## config.mk

```make
export PLATFORM = sky130hd
export DESIGN_NAME = preset_shift_reg
export DESIGN_NICKNAME = d
export VERILOG_FILES = /design/src/rtl/preset_shift_reg_pkg.sv /design/src/rtl/psr_step_unit.sv /design/src/rtl/preset_shift_reg.sv
export SDC_FILE = /design/constraint.sdc
export NUM_CORES = 1
export LEC_CHECK = 0
export CAP_MARGIN = 0
export CORE_ASPECT_RATIO = 1.75
export CORE_UTILIZATION = 45
export CTS_BUF_LIST = sky130_fd_sc_hd__clkbuf_8
export DETAILED_ROUTE_END_ITERATION = 8
export PLACE_DENSITY_LB_ADDON = 0.1
export REMOVE_ABC_BUFFERS = 1
export SLEW_MARGIN = 30
export SYNTH_ARGS = -nofsm -noshare
export SYNTH_HDL_FRONTEND = slang
export SYNTH_SLANG_ARGS = --single-unit
```

## constraint.sdc

```tcl
create_clock -name clk -period 2.1 [get_ports clk]
set_clock_uncertainty 0.1 [all_clocks]
set_input_delay 0.42 -clock clk [delete_from_list [all_inputs] [get_ports clk]]
set_output_delay 0.42 -clock clk [all_outputs]
set_load 0.005 [all_outputs]
```

## src/rtl/preset_shift_reg_pkg.sv

```systemverilog
// Shared types for preset_shift_reg: command opcode encoding and burst FSM states.
package preset_shift_reg_pkg;

    typedef enum logic [2:0] {
        OP_HOLD = 3'b000,
        OP_LOAD = 3'b001,
        OP_SHL  = 3'b010,
        OP_SHR  = 3'b011,
        OP_ROTL = 3'b100,
        OP_ROTR = 3'b101,
        OP_CLR  = 3'b110,
        OP_INV  = 3'b111
    } op_e;

    typedef enum logic [0:0] {
        ST_IDLE  = 1'b0,
        ST_SHIFT = 1'b1
    } state_e;

endpackage

```

## src/rtl/psr_step_unit.sv

```systemverilog
// One shift/rotate step of the register; non-step opcodes pass q through unchanged.
module psr_step_unit
    import preset_shift_reg_pkg::*;
#(
    parameter int WIDTH = 8
) (
    input  logic [WIDTH-1:0] q,
    input  op_e              op,
    input  logic             sin_l,
    input  logic             sin_r,
    output logic [WIDTH-1:0] q_next
);

    // Next-value selection for a single step
    always_comb begin
        q_next = q;
        case (op)
            OP_SHL:  q_next = {q[WIDTH-2:0], sin_l};
            OP_SHR:  q_next = {sin_r, q[WIDTH-1:1]};
            OP_ROTL: q_next = {q[WIDTH-2:0], q[WIDTH-1]};
            OP_ROTR: q_next = {q[0], q[WIDTH-1:1]};
            default: q_next = q;
        endcase
    end

endmodule

```

## src/rtl/preset_shift_reg.sv

```systemverilog
// WIDTH-bit register with async reset, sync preset and a load/shift/rotate command port.
// Optional registered even-parity output enabled by PRESET_SHIFT_REG_PARITY_EN.
module preset_shift_reg
    import preset_shift_reg_pkg::*;
#(
    parameter int               WIDTH      = 8,
    parameter logic [WIDTH-1:0] PRESET_VAL = {WIDTH{1'b1}},
    parameter int               CNT_W      = 4
) (
    input  logic             clk,
    input  logic             rst,
    input  logic             pr,
    input  logic             cmd_valid,
    output logic             cmd_ready,
    input  logic [2:0]       cmd_op,
    input  logic [CNT_W-1:0] cmd_cnt,
    input  logic [WIDTH-1:0] d,
    input  logic             sin_l,
    input  logic             sin_r,
    output logic [WIDTH-1:0] q,
    output logic [WIDTH-1:0] qb,
    output logic             sout_l,
    output logic             sout_r,
    output logic             busy,
    output logic             done
`ifdef PRESET_SHIFT_REG_PARITY_EN
   ,output logic             parity
`endif
);

    localparam logic [CNT_W-1:0] CNT_ONE  = {{(CNT_W-1){1'b0}}, 1'b1};
    localparam logic [CNT_W-1:0] CNT_ZERO = {CNT_W{1'b0}};

    state_e           state_r, state_nxt;
    op_e              op_r, op_nxt;
    logic [CNT_W-1:0] cnt_r, cnt_nxt;
    logic [WIDTH-1:0] q_r, q_nxt;
    logic             done_r, done_nxt;
    op_e              cmd_op_e;
    op_e              step_op;
    logic [WIDTH-1:0] step_q;

    assign cmd_op_e = op_e'(cmd_op);
    // A burst in flight uses its latched op; otherwise the incoming command drives the step.
    assign step_op  = (state_r == ST_SHIFT) ? op_r : cmd_op_e;

    psr_step_unit #(.WIDTH(WIDTH)) u_step (
        .q      (q_r),
        .op     (step_op),
        .sin_l  (sin_l),
        .sin_r  (sin_r),
        .q_next (step_q)
    );

    // Next-state and next-value logic: preset, then burst step, then command accept
    always_comb begin
        q_nxt     = q_r;
        state_nxt = state_r;
        cnt_nxt   = cnt_r;
        op_nxt    = op_r;
        done_nxt  = 1'b0;
        if (pr) begin
            q_nxt     = PRESET_VAL;
            state_nxt = ST_IDLE;
            cnt_nxt   = CNT_ZERO;
        end else if (state_r == ST_SHIFT) begin
            q_nxt   = step_q;
            cnt_nxt = cnt_r - CNT_ONE;
            if (cnt_r == CNT_ONE) begin
                state_nxt = ST_IDLE;
                done_nxt  = 1'b1;
            end else begin
                state_nxt = ST_SHIFT;
            end
        end else if (cmd_valid) begin
            done_nxt = 1'b1;
            case (cmd_op_e)
                OP_LOAD: q_nxt = d;
                OP_CLR:  q_nxt = {WIDTH{1'b0}};
                OP_INV:  q_nxt = ~q_r;
                OP_SHL, OP_SHR, OP_ROTL, OP_ROTR: begin
                    if (cmd_cnt != CNT_ZERO) begin
                        q_nxt   = step_q;
                        cnt_nxt = cmd_cnt - CNT_ONE;
                        op_nxt  = cmd_op_e;
                        if (cmd_cnt == CNT_ONE) begin
                            state_nxt = ST_IDLE;
                        end else begin
                            state_nxt = ST_SHIFT;
                            done_nxt  = 1'b0;
                        end
                    end else begin
                        q_nxt = q_r;
                    end
                end
                default: q_nxt = q_r;
            endcase
        end else begin
            done_nxt = 1'b0;
        end
    end

    // State and data registers
    always_ff @(posedge clk or posedge rst) begin
        if (rst) begin
            q_r     <= {WIDTH{1'b0}};
            state_r <= ST_IDLE;
            cnt_r   <= CNT_ZERO;
            op_r    <= OP_HOLD;
            done_r  <= 1'b0;
        end else begin
            q_r     <= q_nxt;
            state_r <= state_nxt;
            cnt_r   <= cnt_nxt;
            op_r    <= op_nxt;
            done_r  <= done_nxt;
        end
    end

`ifdef PRESET_SHIFT_REG_PARITY_EN
    logic parity_r;

    // Parity computed from the next value so it always tracks the current q
    always_ff @(posedge clk or posedge rst) begin
        if (rst) begin
            parity_r <= 1'b0;
        end else begin
            parity_r <= ^q_nxt;
        end
    end

    assign parity = parity_r;
`endif

    assign cmd_ready = (state_r == ST_IDLE) && !pr;
    assign q         = q_r;
    assign qb        = ~q_r;
    assign sout_l    = q_r[WIDTH-1];
    assign sout_r    = q_r[0];
    assign busy      = (state_r == ST_SHIFT);
    assign done      = done_r;

endmodule

```

==> flow_summary.json, run 1 <==
{
  "status": "finished, final reports clean",
  "synth_compound_area_share_pct": 28.2,
  "routed_wl_microns": 3890,
  "clockPowerShare_pct": 21.3,
  "critPathKind": "input port to output port",
  "grt_pass1_vias": 1457,
  "synth_top_cell_area_share_pct": 30.0,
  "h-tree-depth": 1,
  "finalHoldViolations": 0,
  "cts.sinks": 17,
  "ys_types": 43,
  "synth-seq-area-share_pct": 30.0,
  "worstSetupEndpointType": "output port",
  "synth_simple_gate_area_share_pct": 17.4,
  "seqPwrFrac_pct": 36.0,
  "routed_via_density": 5.36,
  "yosys-top-cells-area": "dfrtp_1 30%, a21oi_1 6.3%, nor2_1 6.1%, o21ai_0 4.9%, inv_1 4.5%",
  "switching_power_uw": 433,
  "combPwrFrac_pct": 42.6,
  "via_count": 1478,
  "dr.pass1.iters": 4,
  "grt_setup_unrepaired": "no",
  "die_area_sq_um": 3390,
  "max_freq_ghz": 0.488,
  "insertion_delay_ns": 0.26,
  "initial_core_util_pct": 48.0,
  "ys_warn_count": 0,
  "p_sw_share_pct": 34.9,
  "grt_pass1_wl_microns": 6350,
  "synth_edf_count": 0,
  "synthFlopType": "dfrtp_1",
  "synth_fa_ha_area_share_pct": 4.41,
  "layout_commonest_cell": "clkdlybuf4s50_1",
  "syn_avg_cell_area_sq_um": 8.35,
  "gp_congestion": 0.836,
  "min_period_ns": 2.05,
  "cellLeakagePower_nw": 0.930,
  "final_max_slew_viol_count": 0,
  "fin_crit_sh_pct": 97.5,
  "async_flop_share_pct": 100,
  "drc": 0,
  "ant_nets": 0,
  "crit_arrival_ns": 1.53,
  "syn-instance-count": 170,
  "crit_fanout": 2,
  "required_ns": 1.58,
  "cts_max_path_buffers": 2,
  "p_int_uw": 808,
  "worstSetupStartpointType": "input port",
  "synth_top_family_by_area": "compound AO/OA/AOI/OAI gates",
  "rows": 26,
  "tightest_slew_ns": 0.427,
  "wl_per_cell_microns": 14.1,
  "muxShareOfSynthArea_pct": 3.88,
  "numCtsBuffers": 3,
  "antenna_cells": 0,
  "setup_viol": 0,
  "grt_max_degree": 18,
  "final_nets": 261,
  "path_clk_slew_ns": 0.08,
  "synth_area_sq_um": 1420,
  "total_power_mw": 1.24,
  "die_x_microns": 44.5,
  "portBuffers": 41,
  "antenna_found_initial": 0,
  "peakVddDrop_mv": 0.398,
  "slew_headroom_pct": 70.9,
  "track_usage_pct": 24.5,
  "cts-root-buf": "clkbuf_8",
  "cts_tree": "done",
  "layout_common_cells": "39 x clkdlybuf4s50_1, 27 x buf_4, 22 x nor2_1, 18 x a21oi_1",
  "fin_util_pct": 70.5,
  "place_hpwl_microns": 3020,
  "finalSetupTns_ns": 0,
  "dr.first_iter.drc_count": 28,
  "fin_area_sq_um": 2090,
  "power_density_nw_per_um2": 595,
  "drive_gt1_share_pct": 21.8,
  "synth_top_area_cell": "dfrtp_1",
  "hold_class": "input port to asynchronous set/reset pin",
  "synth-xor-area-share_pct": 6.17,
  "placed_area_sq_um": 1990,
  "die_h_microns": 76.3,
  "io_pins": 42,
  "area_growth_syn_to_layout_pct": 47.0,
  "grt_remaining_overflow": 0,
  "drv_cap": 0,
  "ys_ff_latch": 17,
  "coreArea_sq_um": 2960
}
==> worst max-delay path: stages <==
cell and delay (ns):
clkdlybuf4s50_1 0.46, nor2_2 0.14, clkdlybuf4s50_1 0.51
==> power groups by stage <==
stage / logic [mW] / registers (mW) / clock network, mW
after floorplan: 0.263 / 0.446 / 0
after global placement: 0.508 / 0.451 / 0
after detailed placement: 0.517 / 0.456 / 0
after CTS: 0.528 / 0.447 / 0.266
after global routing: 0.580 / 0.454 / 0.285
final: 0.529 / 0.447 / 0.265
==> metal layers <==
| metal | track usage, % | share of wire, % |
|---|---|---|
| met1 | 26.4 | 38 |
| met2 | 45.3 | 56 |
| met3 | 1.42 | 3.0 |
| met4 | 11.8 | 2.8 |
| met5 | 0 | 0 |
==> path summary, 6_finish.rpt <==
check | cells after the start | from | slack [ns] | end
setup / recovery | 3 | pr | 0.05 | cmd_ready
hold / removal | 3 | rst | 0.37 | cnt_r[2]$_DFFE_PP0P_
setup reg to reg | 7 | busy$_DFF_PP0_ | 0.14 | q[7]$_DFFE_PP0P_
hold reg to reg | 2 | cnt_r[2]$_DFFE_PP0P_ | 0.51 | cnt_r[2]$_DFFE_PP0P_
max in group asynchronous | 3 | rst | 1.32 | busy$_DFF_PP0_
min in group clk | 2 | cnt_r[2]$_DFFE_PP0P_ | 0.51 | cnt_r[2]$_DFFE_PP0P_
==> per-stage QoR <==
step | std cells | hold WS [ns] | setup slack, ns
6_report | 276 | 0.368 | 0.0520
5_1_grt | 276 | 0.400 | 0.00554
4_1_cts | 275 | 0.376 | 0.0344
3_5_place_dp | 269 | 0.492 | -0.193
3_3_place_gp | 269 | 0.489 | -0.159
2_1_floorplan | 161 | 0.246 | -0.00487
==> synth_stat cells, types with 2 or more instances <==
cell / count
nor2_1: 23
a21oi_1: 18
dfrtp_1: 17
inv_1: 17
o21ai_0: 14
nand2_1: 10
o32a_1: 6
ha_1: 5
nor3_1: 5
a211oi_1: 4
buf_6: 4
buf_4: 3
xnor2_1: 3
a21oi_2: 2
a221oi_1: 2
a22o_1: 2
buf_2: 2
mux2_2: 2
nand2_2: 2
nand3_1: 2
nor2_2: 2
nor3b_1: 2
o221ai_1: 2
xor2_1: 2
==> cells by family after synthesis <==
family,after synthesis
buffers and inverters,26
muxes,4
and+or+nand+nor,52
xor gates and xnor gates,7
adders and majority gates,5
DFF,17
AOI/OAI and AO/OA,59
==> timing repair <==
action,in CTS,in global routing
gates cloned,0,0
setup buffers,2,1
hold buffers,0,0
pin swaps,0,3
gates resized for setup,1,8
endpoints found under the setup margin,1,7
==> sequential cells by signal, indices dropped and copies added, names as in the netlist <==
signal / flops
done: 1
op_r: 3
q: 8
cnt_r: 4
busy: 1
==> area by class of cell <==
cell class	instances	area (sq um)
fillers	245	873
inverters	17	63.8
well taps	42	52.6
repair buffers	69	629
clock inverters	1	7.51
multi-input cells	127	866
flip-flops and latches	17	427
clock buffers	3	41.3
Note: power is estimated with default switching activity, not from simulation.
==> run 2, diff against run 1 <==
- REMOVE_ABC_BUFFERS: 1 -> not set
==> flow_summary.json, run 2 (synthesis gave the netlist of run 1 again) <==
{
  "cts.sinks": 17,
  "combPwrFrac_pct": 43.1,
  "die_h_microns": 76.3,
  "critPathTopFamily": "buffers and inverters",
  "grt_max_degree": 18,
  "drc": 0,
  "grt_pass1_wl_microns": 6520,
  "routed_wl_microns": 3980,
  "area_growth_syn_to_layout_pct": 46.6,
  "insertion_delay_ns": 0.27,
  "cts-root-buf": "clkbuf_8",
  "status": "finished, final reports clean",
  "critPathBufInv": 2,
  "peakVddDrop_mv": 0.622,
  "via_count": 1489,
  "grt_remaining_overflow": 0,
  "dr.pass1.iters": 4,
  "worstSetupStartpointType": "input port",
  "clockPowerShare_pct": 20.8,
  "grt_setup_unrepaired": "no",
  "coreArea_sq_um": 2960,
  "crit_arrival_ns": 1.53,
  "regArea_sq_um": 427,
  "slowest_delay_ns": 0.52,
  "worstPathCellList": "clkdlybuf4s50_1 > nor2_1 > clkdlybuf4s50_1",
  "hold_buffers": 0,
  "finalSetupTns_ns": 0,
  "gp_congestion": 0.913,
  "setup_viol": 0,
  "fillers": 253,
  "cp_common_cell": "clkdlybuf4s50_1",
  "slew_headroom_pct": 67.3,
  "p_sw_share_pct": 34.7,
  "power_density_nw_per_um2": 597,
  "seqPwrFrac_pct": 36.1,
  "place_hpwl_microns": 3150,
  "final_nets": 262,
  "path_clk_slew_ns": 0.07,
  "io_pins": 42,
  "track_usage_pct": 25.9,
  "final_max_slew_viol_count": 0,
  "wl_per_cell_microns": 14.4,
  "fin_cells": 277,
  "finalHoldViolations": 0,
  "dr.first_iter.drc_count": 35,
  "die_x_microns": 44.5,
  "critPathKind": "input port to output port",
  "hold_class": "input port to asynchronous set/reset pin",
  "cts_max_path_buffers": 2,
  "switching_power_uw": 431,
  "die_area_sq_um": 3390,
  "grt_pass1_vias": 1465,
  "drv_cap": 0,
  "worstSetupEndpointType": "output port",
  "rows": 26,
  "initial_core_util_pct": 48.0,
  "cts_tree": "done",
  "fin_crit_sh_pct": 97.8,
  "h-tree-depth": 1,
  "ant_nets": 0,
  "routed_via_density": 5.38,
  "required_ns": 1.58,
  "p_int_uw": 811,
  "largest_reg_flops": 8,
  "layout_common_cells": "39 x clkdlybuf4s50_1, 28 x buf_4, 23 x nor2_1, 18 x a21oi_1, 16 x dfrtp_1",
  "min_period_ns": 2.05,
  "max_freq_ghz": 0.487,
  "multi_input_area_sq_um": 856,
  "antenna_cells": 0,
  "cp_slowest_cell": "clkdlybuf4s50_1",
  "dp_cells": 271,
  "tightest_slew_ns": 0.480,
  "portBuffers": 41,
  "numCtsBuffers": 3,
  "drive_gt1_share_pct": 21.7,
  "antenna_found_initial": 0,
  "cellLeakagePower_nw": 0.935,
  "crit_fanout": 2,
  "syn_nets": 196,
  "layout_commonest_cell": "clkdlybuf4s50_1"
}
==> run 2: changes by cell type in the layout (fill, tap and decap cells not counted) <==
cell        previous run  this run
xor2_1                 1         2
nor2_1                22        23
nor2_2                 3         2
buf_4                 27        28
clkinv_2               0         1
o21ai_1                2         4
xor2_2                 1         0
o21ai_0               13        11
inv_1                 16        15
clkinvlp_4             1         0
inv_2                  1         2
==> run 2: repair_timing <==
item                                    CTS  global route
endpoints found under the setup margin    1            11
buffers inserted                          0             2
resized for setup                         1             9
pin swaps                                 0             3
==> run 2: final timing paths <==
kind,from,slack (ns),endpoint,cells past startpoint
setup / recovery,pr,0.05,cmd_ready,3
hold / removal,rst,0.37,q[4]$_DFFE_PP0P_,3
setup reg to reg,busy$_DFF_PP0_,0.21,q[6]$_DFFE_PP0P_,6
hold reg to reg,q[4]$_DFFE_PP0P_,0.52,q[4]$_DFFE_PP0P_,1
max in group asynchronous,rst,1.31,busy$_DFF_PP0_,3
min in group clk,q[4]$_DFFE_PP0P_,0.52,q[4]$_DFFE_PP0P_,1
==> run 2: per-layer routing <==
metal	GRT usage (%)	up-vias	part of all wire, %
met5	0	-	0
met4	14.2	0	3.8
met3	4.27	13	3.0
met2	47.2	44	57
met1	25.6	701	37
li1	-	731	-
==> run 2: area by class of cell <==
type                            count  share of cell area, %
Clock buffer                        3                   1.98
Clock inverter                      1                  0.240
Inverter                           17                   3.06
Multi-Input combinational cell    127                   41.1
Sequential cell                    17                   20.5
Tap cell                           42                   2.52
Timing Repair Buffer               70                   30.6
==> run 2: power groups by stage <==
stage	Clock, mW	Sequential [mW]	Combinational (mW)
2_1_floorplan	0	0.437	0.303
3_3_place_gp	0	0.453	0.516
3_5_place_dp	0	0.455	0.526
4_1_cts	0.260	0.450	0.527
5_1_grt	0.278	0.457	0.585
6_report	0.259	0.448	0.535
==> run 2: worst register-to-register path, delay by kind of cell (launching register included) <==
family / cells / cell delay, ns
compound gates: 3 / 0.56
flops: 1 / 0.41
buf+inv: 1 / 0.16
simple gates: 1 / 0.08
mux: 1 / 0.47
==> run 2: metrics by stage <==
step	area [sq um]	hold slack (ns)	total power [mW]	worst slack (ns)	utilization (%)
after detailed placement	2010	0.501	0.981	-0.273	67.8
after global placement	2010	0.490	0.968	-0.180	67.8
final	2080	0.373	1.24	0.0463	70.3
after global routing	2080	0.404	1.32	0.00478	70.3
after floorplan	1420	0.246	0.740	0.279	-
after CTS	2060	0.384	1.24	0.00120	69.4
==> run 3, diff against run 2 <==
- GPL_TIMING_DRIVEN: not set -> 0
==> flow_summary.json, run 3 (synthesis gave the netlist of run 1 again) <==
{
  "tightest_slew_ns": 0.725,
  "status": "finished, final reports clean",
  "grt_setup_unrepaired": "no",
  "antenna_cells": 0,
  "slowest_delay_ns": 0.53,
  "die_h_microns": 76.3,
  "grt_remaining_overflow": 0,
  "layout_commonest_cell": "clkdlybuf4s50_1",
  "antenna_found_initial": 0,
  "worstSetupEndpointType": "output port",
  "switching_power_uw": 433,
  "via_count": 1447,
  "place_hpwl_microns": 2880,
  "clockPowerShare_pct": 21.3,
  "routed_via_density": 5.63,
  "portBuffers": 39,
  "drive_gt1_share_pct": 14.4,
  "dp_cells": 251,
  "rows": 26,
  "routed_wl_microns": 3850,
  "wl_per_cell_microns": 15.0,
  "dr.pass1.iters": 4,
  "crit_fanout": 9,
  "total_power_mw": 1.22,
  "dp_slack_ns": -0.389,
  "whs_ns": 0.296,
  "min_period_ns": 2.04,
  "cp_slowest_cell": "clkdlybuf4s50_1",
  "hold_class": "input port to register",
  "setup_ws_ns": 0.0629,
  "worstSetupStartpointType": "register",
  "cp-startpoint": "busy$_DFF_PP0_",
  "hp-start": "cmd_op[2]",
  "cts_max_path_buffers": 2,
  "finalSetupTns_ns": 0,
  "slew_headroom_pct": 51.6,
  "p_sw_share_pct": 35.6,
  "max_freq_ghz": 0.491,
  "p_int_uw": 783,
  "track_usage_pct": 24.5,
  "placed_area_sq_um": 1860,
  "critPathKind": "register to output port",
  "drc": 0,
  "cts-root-buf": "clkbuf_8",
  "path_clk_slew_ns": 0.07,
  "seqPwrFrac_pct": 36.8,
  "r2r-start": "busy$_DFF_PP0_",
  "numCtsBuffers": 3,
  "coreArea_sq_um": 2960,
  "grt_max_degree": 18,
  "initial_core_util_pct": 48.0,
  "insertion_delay_ns": 0.26,
  "grt_pass1_wl_microns": 6390,
  "io_pins": 42,
  "combPwrFrac_pct": 41.9,
  "final_max_slew_viol_count": 0,
  "dr.first_iter.drc_count": 38,
  "cellLeakagePower_nw": 0.848,
  "fin_crit_sh_pct": 97.0,
  "setup_viol": 0,
  "fin_util_pct": 65.6,
  "syn_nets": 196,
  "crit_arrival_ns": 1.52,
  "h-tree-depth": 1,
  "power_density_nw_per_um2": 627,
  "critPathBufInv": 2,
  "critPathTopFamily": "buffers and inverters",
  "cts_tree": "done",
  "fin_area_sq_um": 1940,
  "die_x_microns": 44.5,
  "gp_congestion": 0.860,
  "worstPathCellList": "buf_6 > nor2_4 > clkdlybuf4s50_1",
  "cts.sinks": 17,
  "die_area_sq_um": 3390,
  "peakVddDrop_mv": 0.353,
  "largest_reg_flops": 8,
  "required_ns": 1.58,
  "ant_nets": 0,
  "finalHoldViolations": 0,
  "fin_cells": 257,
  "area_growth_syn_to_layout_pct": 36.7,
  "hold_buffers": 0,
  "layout_common_cells": "36 x clkdlybuf4s50_1, 22 x nor2_1, 18 x a21oi_1, 17 x dfrtp_1, 16 x inv_1",
  "grt_pass1_vias": 1412,
  "drv_cap": 0,
  "final_nets": 242
}
[run 3: changes by cell type in the layout (fill, tap and decap cells not counted), moves of 2 or more]
cell             before  now
buf_4                28    4
dlygate4sd2_1         0    2
clkdlybuf4s50_1      39   36
buf_2                 0    2
o21ai_1               4    2
o21ai_0              11   13
buf_6                 1    5
[run 3: final cells by class]
type | instances | area, sq um
fillers | 270 | 1020
multi-input cells | 127 | 866
flip-flops and latches | 17 | 425
repair buffers | 41 | 409
plain buffers | 9 | 77.6
inverters | 17 | 63.8
well taps | 42 | 52.6
clock buffers | 3 | 41.3
clock inverters | 1 | 5.00
[run 3: layer usage]
metal	GRT usage, %	up-vias	wire (microns)
met4	10.3	0	106
met1	27.4	695	1460
met5	0	-	0
met3	1.90	10	144
met2	44.7	49	2140
li1	-	693	-
[run 3: worst reg2reg max path, stage by stage, from the launching register on]
cell	delay (ns)
dfrtp_1	0.37
buf_6	0.16
mux2i_4	0.33
buf_6	0.19
nor2_2	0.04
a21oi_2	0.09
a21oi_1	0.08
o32a_1	0.32
[run 3: timing repair]
item / 4_1_cts / 5_1_grt
cloned: 0 / 0
resized for setup: 6 / 3
buffers inserted: 2 / 0
pin swaps: 1 / 1
setup endpoints to repair: 3 / 11
[run 3: power by group through the flow]
| stage | combinational (mW) | sequential, mW | clock, mW |
|---|---|---|---|
| after floorplan | 0.303 | 0.437 | 0 |
| after global placement | 0.489 | 0.450 | 0 |
| after detailed placement | 0.499 | 0.452 | 0 |
| after CTS | 0.506 | 0.446 | 0.260 |
| after global routing | 0.558 | 0.455 | 0.270 |
| final | 0.510 | 0.448 | 0.259 |
[run 3: worst paths after layout]
| check | slack, ns | endpoint | cells after the start |
|---|---|---|---|
| max in group asynchronous | 0.97 | cnt_r[0]$_DFFE_PP0P_ | 2 |
| hold / removal | 0.30 | op_r[1]$_DFFE_PP0P_ | 2 |
| hold reg to reg | 0.52 | q[4]$_DFFE_PP0P_ | 1 |
| setup reg to reg | 0.30 | q[3]$_DFFE_PP0P_ | 7 |
| setup / recovery | 0.06 | cmd_ready | 3 |
| min in group asynchronous | 0.48 | q[4]$_DFFE_PP0P_ | 2 |
